[config.mk]
export PLATFORM = sky130hd
export DESIGN_NAME = fetch2_group_queue
export DESIGN_NICKNAME = d
export VERILOG_FILES = /design/src/rtl/fetch2_group_queue.sv
export SDC_FILE = /design/constraint.sdc
export NUM_CORES = 2
export LEC_CHECK = 0
export ABC_CLOCK_PERIOD_IN_PS = 36700
export CAP_MARGIN = 10
export CORE_ASPECT_RATIO = 2
export CORE_UTILIZATION = 57
export CTS_CLUSTER_SIZE = 14
export DETAILED_ROUTE_END_ITERATION = 8
export PLACE_DENSITY_LB_ADDON = 0.12
export SETUP_SLACK_MARGIN = 0.5
export SLEW_MARGIN = 15
export SYNTH_ARGS = -nofsm -noshare
export SYNTH_HDL_FRONTEND = slang
export SYNTH_SLANG_ARGS = --single-unit
[constraint.sdc]
create_clock -name clk -period 36.7 [get_ports clk]
set_input_delay 7.34 -clock clk [delete_from_list [all_inputs] [get_ports clk]]
set_output_delay 7.34 -clock clk [all_outputs]
set_load 0.02 [all_outputs]
[src/rtl/fetch2_group_queue.sv]
// rtl/fetch2_group_queue.sv - fetch2 group register, BTB alias check and instruction queue
//
// Purpose: holds one fetch group from fetch1, pairs it with icache data, predecodes the
// predicted slot to catch BTB aliases on non-branch instructions (redirect + BTB invalidate),
// and buffers correct-path instructions in a circular queue feeding decode one per cycle.
//
// Optional feature: define FETCH2_PERF_CNT_EN to enable the performance counters; when it is
// not defined the perf_* ports are present but tied to 0.
//
// Ports:
//   clk, rst_n                          clock, synchronous active-low reset
//   flush                               pipeline flush (clears group reg and queue)
//   in_valid / in_rdy                   fetch1 group handshake
//   in_pc, in_slot_mask                 slot 0 pc, contiguous valid-slot mask
//   in_is_pred, in_pred_slot, in_btb_pre  BTB taken prediction and target
//   in_excp_valid, in_excp_ecode        fetch exception on the group
//   icache_data, icache_data_valid      instruction words for the held group
//   out_valid / out_rdy                 decode handshake
//   out_pc, out_inst, out_is_pred, out_btb_pre, out_excp_valid, out_excp_ecode  head entry
//   bp_error_flush, wr_pc_valid, wr_pc  mispredict pulse and redirect
//   btb_inv_valid, btb_inv_pc           BTB invalidate request
//   perf_bp_err_cnt, perf_full_cnt      performance counters

module fetch2_group_queue #(
  parameter int FETCH_WIDTH = 2,
  parameter int QUEUE_DEPTH = 8,
  localparam int PSW = (FETCH_WIDTH > 1) ? $clog2(FETCH_WIDTH) : 1,
  localparam int AW  = $clog2(QUEUE_DEPTH),
  localparam int CW  = AW + 1
) (
  input  logic                      clk,
  input  logic                      rst_n,
  input  logic                      flush,
  input  logic                      in_valid,
  output logic                      in_rdy,
  input  logic [31:0]               in_pc,
  input  logic [FETCH_WIDTH-1:0]    in_slot_mask,
  input  logic                      in_is_pred,
  input  logic [PSW-1:0]            in_pred_slot,
  input  logic [31:0]               in_btb_pre,
  input  logic                      in_excp_valid,
  input  logic [5:0]                in_excp_ecode,
  input  logic [32*FETCH_WIDTH-1:0] icache_data,
  input  logic                      icache_data_valid,
  output logic                      out_valid,
  input  logic                      out_rdy,
  output logic [31:0]               out_pc,
  output logic [31:0]               out_inst,
  output logic                      out_is_pred,
  output logic [31:0]               out_btb_pre,
  output logic                      out_excp_valid,
  output logic [5:0]                out_excp_ecode,
  output logic                      bp_error_flush,
  output logic                      wr_pc_valid,
  output logic [31:0]               wr_pc,
  output logic                      btb_inv_valid,
  output logic [31:0]               btb_inv_pc,
  output logic [31:0]               perf_bp_err_cnt,
  output logic [31:0]               perf_full_cnt
);

  typedef struct packed {
    logic [31:0] pc;
    logic [31:0] inst;
    logic        is_pred;
    logic [31:0] btb_pre;
    logic        excp_valid;
    logic [5:0]  excp_ecode;
  } entry_t;

  // Group register
  logic                   grp_valid_q, grp_valid_d;
  logic [31:0]            grp_pc_q;
  logic [FETCH_WIDTH-1:0] grp_mask_q;
  logic                   grp_is_pred_q;
  logic [PSW-1:0]         grp_pred_slot_q;
  logic [31:0]            grp_btb_pre_q;
  logic                   grp_excp_q;
  logic [5:0]             grp_ecode_q;

  // Queue storage and pointers (extra MSB is the wrap bit)
  entry_t                 mem_q [QUEUE_DEPTH];
  logic [CW-1:0]          head_q, head_d, tail_q, tail_d;
  logic [CW-1:0]          count, free, n_enq;
  logic                   empty, pop, accept, mispredict, pred_is_branch;
  logic [31:0]            pred_pc, pred_inst;
  logic [31:0]            slot_inst [FETCH_WIDTH];
  entry_t                 slot_entry [FETCH_WIDTH];
  logic [AW-1:0]          wr_idx [FETCH_WIDTH];
  entry_t                 head_entry;

  // Pointer difference gives occupancy; equal pointers = empty, MSB-only difference = full.
  assign count = tail_q - head_q;
  assign empty = (count == '0);
  assign free  = CW'(QUEUE_DEPTH) - count;

  always_comb begin
    n_enq     = '0;
    pred_inst = '0;
    for (int i = 0; i < FETCH_WIDTH; i++) begin
      slot_inst[i] = icache_data[32*i +: 32];
      if (PSW'(i) == grp_pred_slot_q) pred_inst = slot_inst[i];
    end
    if (grp_excp_q) begin
      n_enq = CW'(1);
    end else begin
      // Slots past the predicted-taken slot are wrong-path and never enqueued.
      for (int i = 0; i < FETCH_WIDTH; i++) begin
        if (grp_mask_q[i] && (!grp_is_pred_q || (PSW'(i) <= grp_pred_slot_q)))
          n_enq = n_enq + CW'(1);
      end
    end
  end

  assign pred_pc        = grp_pc_q + (32'(grp_pred_slot_q) << 2);
  assign pred_is_branch = (pred_inst[31:26] >= 6'b010011) && (pred_inst[31:26] <= 6'b011011);

  assign accept     = grp_valid_q & ~flush & (icache_data_valid | grp_excp_q) & (free >= n_enq);
  assign mispredict = accept & grp_is_pred_q & ~grp_excp_q & ~pred_is_branch &
                      (grp_btb_pre_q != pred_pc + 32'd4);

  assign in_rdy         = ~grp_valid_q | accept;
  assign bp_error_flush = mispredict;
  assign wr_pc_valid    = mispredict;
  assign btb_inv_valid  = mispredict;
  assign wr_pc          = mispredict ? pred_pc + 32'd4 : '0;
  assign btb_inv_pc     = mispredict ? pred_pc : '0;

  always_comb begin
    for (int i = 0; i < FETCH_WIDTH; i++) begin
      wr_idx[i]                = tail_q[AW-1:0] + AW'(i);
      slot_entry[i].pc         = grp_pc_q + (32'(i) << 2);
      slot_entry[i].inst       = grp_excp_q ? 32'd0 : slot_inst[i];
      // A mispredicted alias slot is demoted to a plain fall-through instruction.
      slot_entry[i].is_pred    = grp_is_pred_q & ~grp_excp_q & ~mispredict &
                                 (PSW'(i) == grp_pred_slot_q);
      slot_entry[i].btb_pre    = grp_btb_pre_q;
      slot_entry[i].excp_valid = grp_excp_q;
      slot_entry[i].excp_ecode = grp_ecode_q;
    end
  end

  // A mispredicting accept drops whatever fetch1 offers this cycle (it is wrong-path).
  assign grp_valid_d = in_valid & ~mispredict;

  always_ff @(posedge clk) begin
    if (!rst_n) begin
      grp_valid_q     <= 1'b0;
      grp_pc_q        <= '0;
      grp_mask_q      <= '0;
      grp_is_pred_q   <= 1'b0;
      grp_pred_slot_q <= '0;
      grp_btb_pre_q   <= '0;
      grp_excp_q      <= 1'b0;
      grp_ecode_q     <= '0;
    end else if (flush) begin
      grp_valid_q     <= 1'b0;
    end else if (in_rdy) begin
      grp_valid_q     <= grp_valid_d;
      grp_pc_q        <= in_pc;
      grp_mask_q      <= in_slot_mask;
      grp_is_pred_q   <= in_is_pred;
      grp_pred_slot_q <= in_pred_slot;
      grp_btb_pre_q   <= in_btb_pre;
      grp_excp_q      <= in_excp_valid;
      grp_ecode_q     <= in_excp_ecode;
    end
  end

  always_ff @(posedge clk) begin
    if (accept) begin
      for (int i = 0; i < FETCH_WIDTH; i++) begin
        if (CW'(i) < n_enq) mem_q[wr_idx[i]] <= slot_entry[i];
      end
    end
  end

  assign pop    = ~empty & out_rdy & ~flush;
  assign head_d = flush ? '0 : head_q + CW'(pop);
  assign tail_d = flush ? '0 : tail_q + (accept ? n_enq : '0);

  always_ff @(posedge clk) begin
    if (!rst_n) begin
      head_q <= '0;
      tail_q <= '0;
    end else begin
      head_q <= head_d;
      tail_q <= tail_d;
    end
  end

  assign head_entry     = empty ? '0 : mem_q[head_q[AW-1:0]];
  assign out_valid      = ~empty;
  assign out_pc         = head_entry.pc;
  assign out_inst       = head_entry.inst;
  assign out_is_pred    = head_entry.is_pred;
  assign out_btb_pre    = head_entry.btb_pre;
  assign out_excp_valid = head_entry.excp_valid;
  assign out_excp_ecode = head_entry.excp_ecode;

`ifdef FETCH2_PERF_CNT_EN
  logic [31:0] perf_bp_err_cnt_q, perf_full_cnt_q;

  // Counters survive flush; only reset clears them.
  always_ff @(posedge clk) begin
    if (!rst_n) begin
      perf_bp_err_cnt_q <= '0;
      perf_full_cnt_q   <= '0;
    end else begin
      if (mispredict) perf_bp_err_cnt_q <= perf_bp_err_cnt_q + 32'd1;
      if (grp_valid_q && (free < n_enq)) perf_full_cnt_q <= perf_full_cnt_q + 32'd1;
    end
  end

  assign perf_bp_err_cnt = perf_bp_err_cnt_q;
  assign perf_full_cnt   = perf_full_cnt_q;
`else
  assign perf_bp_err_cnt = '0;
  assign perf_full_cnt   = '0;
`endif

endmodule

==> flow_summary.ini <==
[logic_synthesis]
synthFlopType = edfxtp_1
ys_seq_elements = 916
yosysTopAreaCell = edfxtp_1
avgSynthCellArea_um2 = 11.76
async_flop_share_pct = 0
synth_cell_types = 77
synth_top_cell_area_share_pct = 54.31
yosysWarnings = 0
synth_area_leaders = edfxtp_1 (54%), mux4_2 (10%), nand2_1 (9.2%)
seq_area_frac_synth_pct = 57.97
synth_area_mm2 = 0.04600
synth-edff-count = 832
synth_cells = 3913

[timing]
grt_setup_unrepaired = false
fmax_mhz = 56.79
setup_violations = 0
tns_ps = 0
slew_headroom_pct = 20.48
fin_skew_ps = 29.11
final_hold_viol_count = 0
final-max-slew-violation-count = 0
holdWs_ps = 461.9
worst_slew_pin_slew_ps = 1183
setup_ws_ps = 19090
period_needed_ps = 17610
finalCritPeriodShare_pct = 47.98

[placement]
place_hpwl_mm = 79.54
dpl_cell_area_mm2 = 0.04931
gp_congestion = 0.9598
port-buffer-count = 317
placed_cells = 4954
post-place-ws_ps = 19170

[global_routing]
grt_pass1_wl_mm = 202.2
grtUsageTotal_pct = 33.78
grt-busiest-layer = met2
grt_pass1_vias = 31700
grtUsageMet1_pct = 42.53
grt_use_met2_pct = 57.92
grt_max_degree = 106
gr-total-overflow = 0
antenna_found_initial = 4
grtUsageMet3_pct = 5.428

[die]
io_pins = 382
initial_utilization_pct = 57.49
die_w_um = 202.9
design.die.area_mm2 = 0.08191
fp.coreArea_mm2 = 0.08001
rows = 147
die_h_um = 403.7

[hold_path]
min_path_type = register to register

[setup_path]
end_kind = output pin
cp_slowest_cell = clkdlybuf4s50_1
path_buf_inv = 4
path_common_cell = clkdlybuf4s50_1
cp-start-kind = input port
crit_family = buffers and inverters
critPathArrivalTime_ps = 10270
cp_data_required_time_ps = 29360
crit_type = input port to output pin
path_cells = clkdlybuf4s50_1 > inv_1 > o211ai_1 > a21oi_1 > and3_2 > buf_4 > nor3b_1 > clkdlybuf4s50_1
path_max_fanout = 72
critPathMaxStageDelay_ps = 660

[detailed_routing]
firstDrtPassIters = 6
drt_iter0_drc = 3504
postRouteAntennaNets = 0
viasPerCell = 6.232
wl_mm = 137.3
drc = 0
post_drt_wl_per_cell_um = 26.93
vias = 31780

[finish]
final_nets = 4156
stdcell_area_mm2 = 0.05175
most-common-layout-cells = nand2_1 (1128), edfxtp_1 (832), a21oi_1 (376)
area_growth_pct = 12.49
instances_no_fill = 5100
final_util_pct = 64.68
drive_above_1_share_pct = 10.68
fill_cells = 6126
mostFrequentLayoutCell = nand2_1

[cts]
clock_latency_ps = 670
clk_pin_slew_ps = 60
cts_hold_buf = 0
h-tree-depth = 3
cts_setup_buffers = 0
cts_made_buffers = 80
clockBufferDepth = 3
cts_resized = 0
cts_tree = done
clockRootBuffer = clkbuf_16
cts.sinks = 916

[power_and_ir_drop]
p_per_area_mw_per_mm2 = 40.52
p_total_mw = 2.097
irDropWorstVdd_mv = 0.03316
p_leak_nw = 17.04

[flow_run]
maxCapViolCount = 0

[run_status]
status = complete, no violations
logic make-up after synthesis:
group | synth area share [%]
flops | 57.97
xor+xnor | 6.414
buf+inv | 4.646
fa+ha+maj | 0.5222
compound gates | 6.710
other cells | 0.008152
simple gates | 13.34
mux | 10.39
worst reg2reg max path, delay by kind of cell (launching register included):
kind / cells / cell delay [ps]
XOR/XNOR: 2 / 820
AND/OR/NAND/NOR: 7 / 3850
AO/OA/AOI/OAI: 1 / 290
buffers and inverters: 1 / 510
adder cells (fa/ha/maj): 2 / 800
flip-flops: 1 / 680
report_power, final:
| group | switching [mW] | internal [mW] |
|---|---|---|
| Clock | 0.380 | 0.430 |
| Sequential | 0.0225 | 1.15 |
| Combinational | 0.0674 | 0.0510 |
| Total | 0.469 | 1.63 |
routing by layer:
metal / part of all wire [%] / vias up
met3: 9.5 / 341
met2: 50 / 1821
li1: - / 13860
met5: 0.029 / -
met4: 3.9 / 6
met1: 36 / 15750
state kept, by name, summed over array words and instances, names as in the netlist:
register	flops
grp_ecode_q	6
grp_valid_q	1
mem_q	832
grp_btb_pre_q	32
grp_excp_q	1
head_q	4
grp_is_pred_q	1
grp_pred_slot_q	1
grp_mask_q	2
tail_q	4
grp_pc_q	32
cell usage after synthesis, types with 11 or more instances:
cell      instances
nand2_1        1129
edfxtp_1        832
a21oi_1         376
xnor2_1         262
clkbuf_1        229
mux4_2          208
buf_1           103
buf_4           101
dfxtp_1          84
a21boi_0         76
nor2_1           75
and3_1           54
xor2_1           49
nor3_1           23
nor3b_1          23
o21ai_0          21
nand3_1          20
nor4_1           17
ha_1             16
inv_1            15
and2_1           13
nand4_1          13
nand2b_1         11
cell type report:
| cell class | count | area (µm²) | share of cell area [%] |
|---|---|---|---|
| diodes | 1 | 2.502 | 0.004836 |
| clock buffers | 125 | 2282 | 4.410 |
| clock inverters | 20 | 146.4 | 0.2829 |
| inverters | 19 | 73.82 | 0.1427 |
| multi-input cells | 2597 | 17620 | 34.05 |
| flip-flops and latches | 916 | 26680 | 51.56 |
| well taps | 1043 | 1305 | 2.522 |
| repair buffers | 379 | 3633 | 7.022 |
path summary, 6_finish.rpt:
path | startpoint | to | slack (ps) | cells after the start
min reg2reg | grp_mask_q[1] | grp_mask_q[1] | 460 | 2
max reg2reg | grp_pc_q[2] | mem_q[1][39] | 29580 | 13
min | grp_mask_q[1] | grp_mask_q[1] | 460 | 2
max | flush | btb_inv_pc[4] | 19090 | 8
Power figures use the tool's default switching activity.
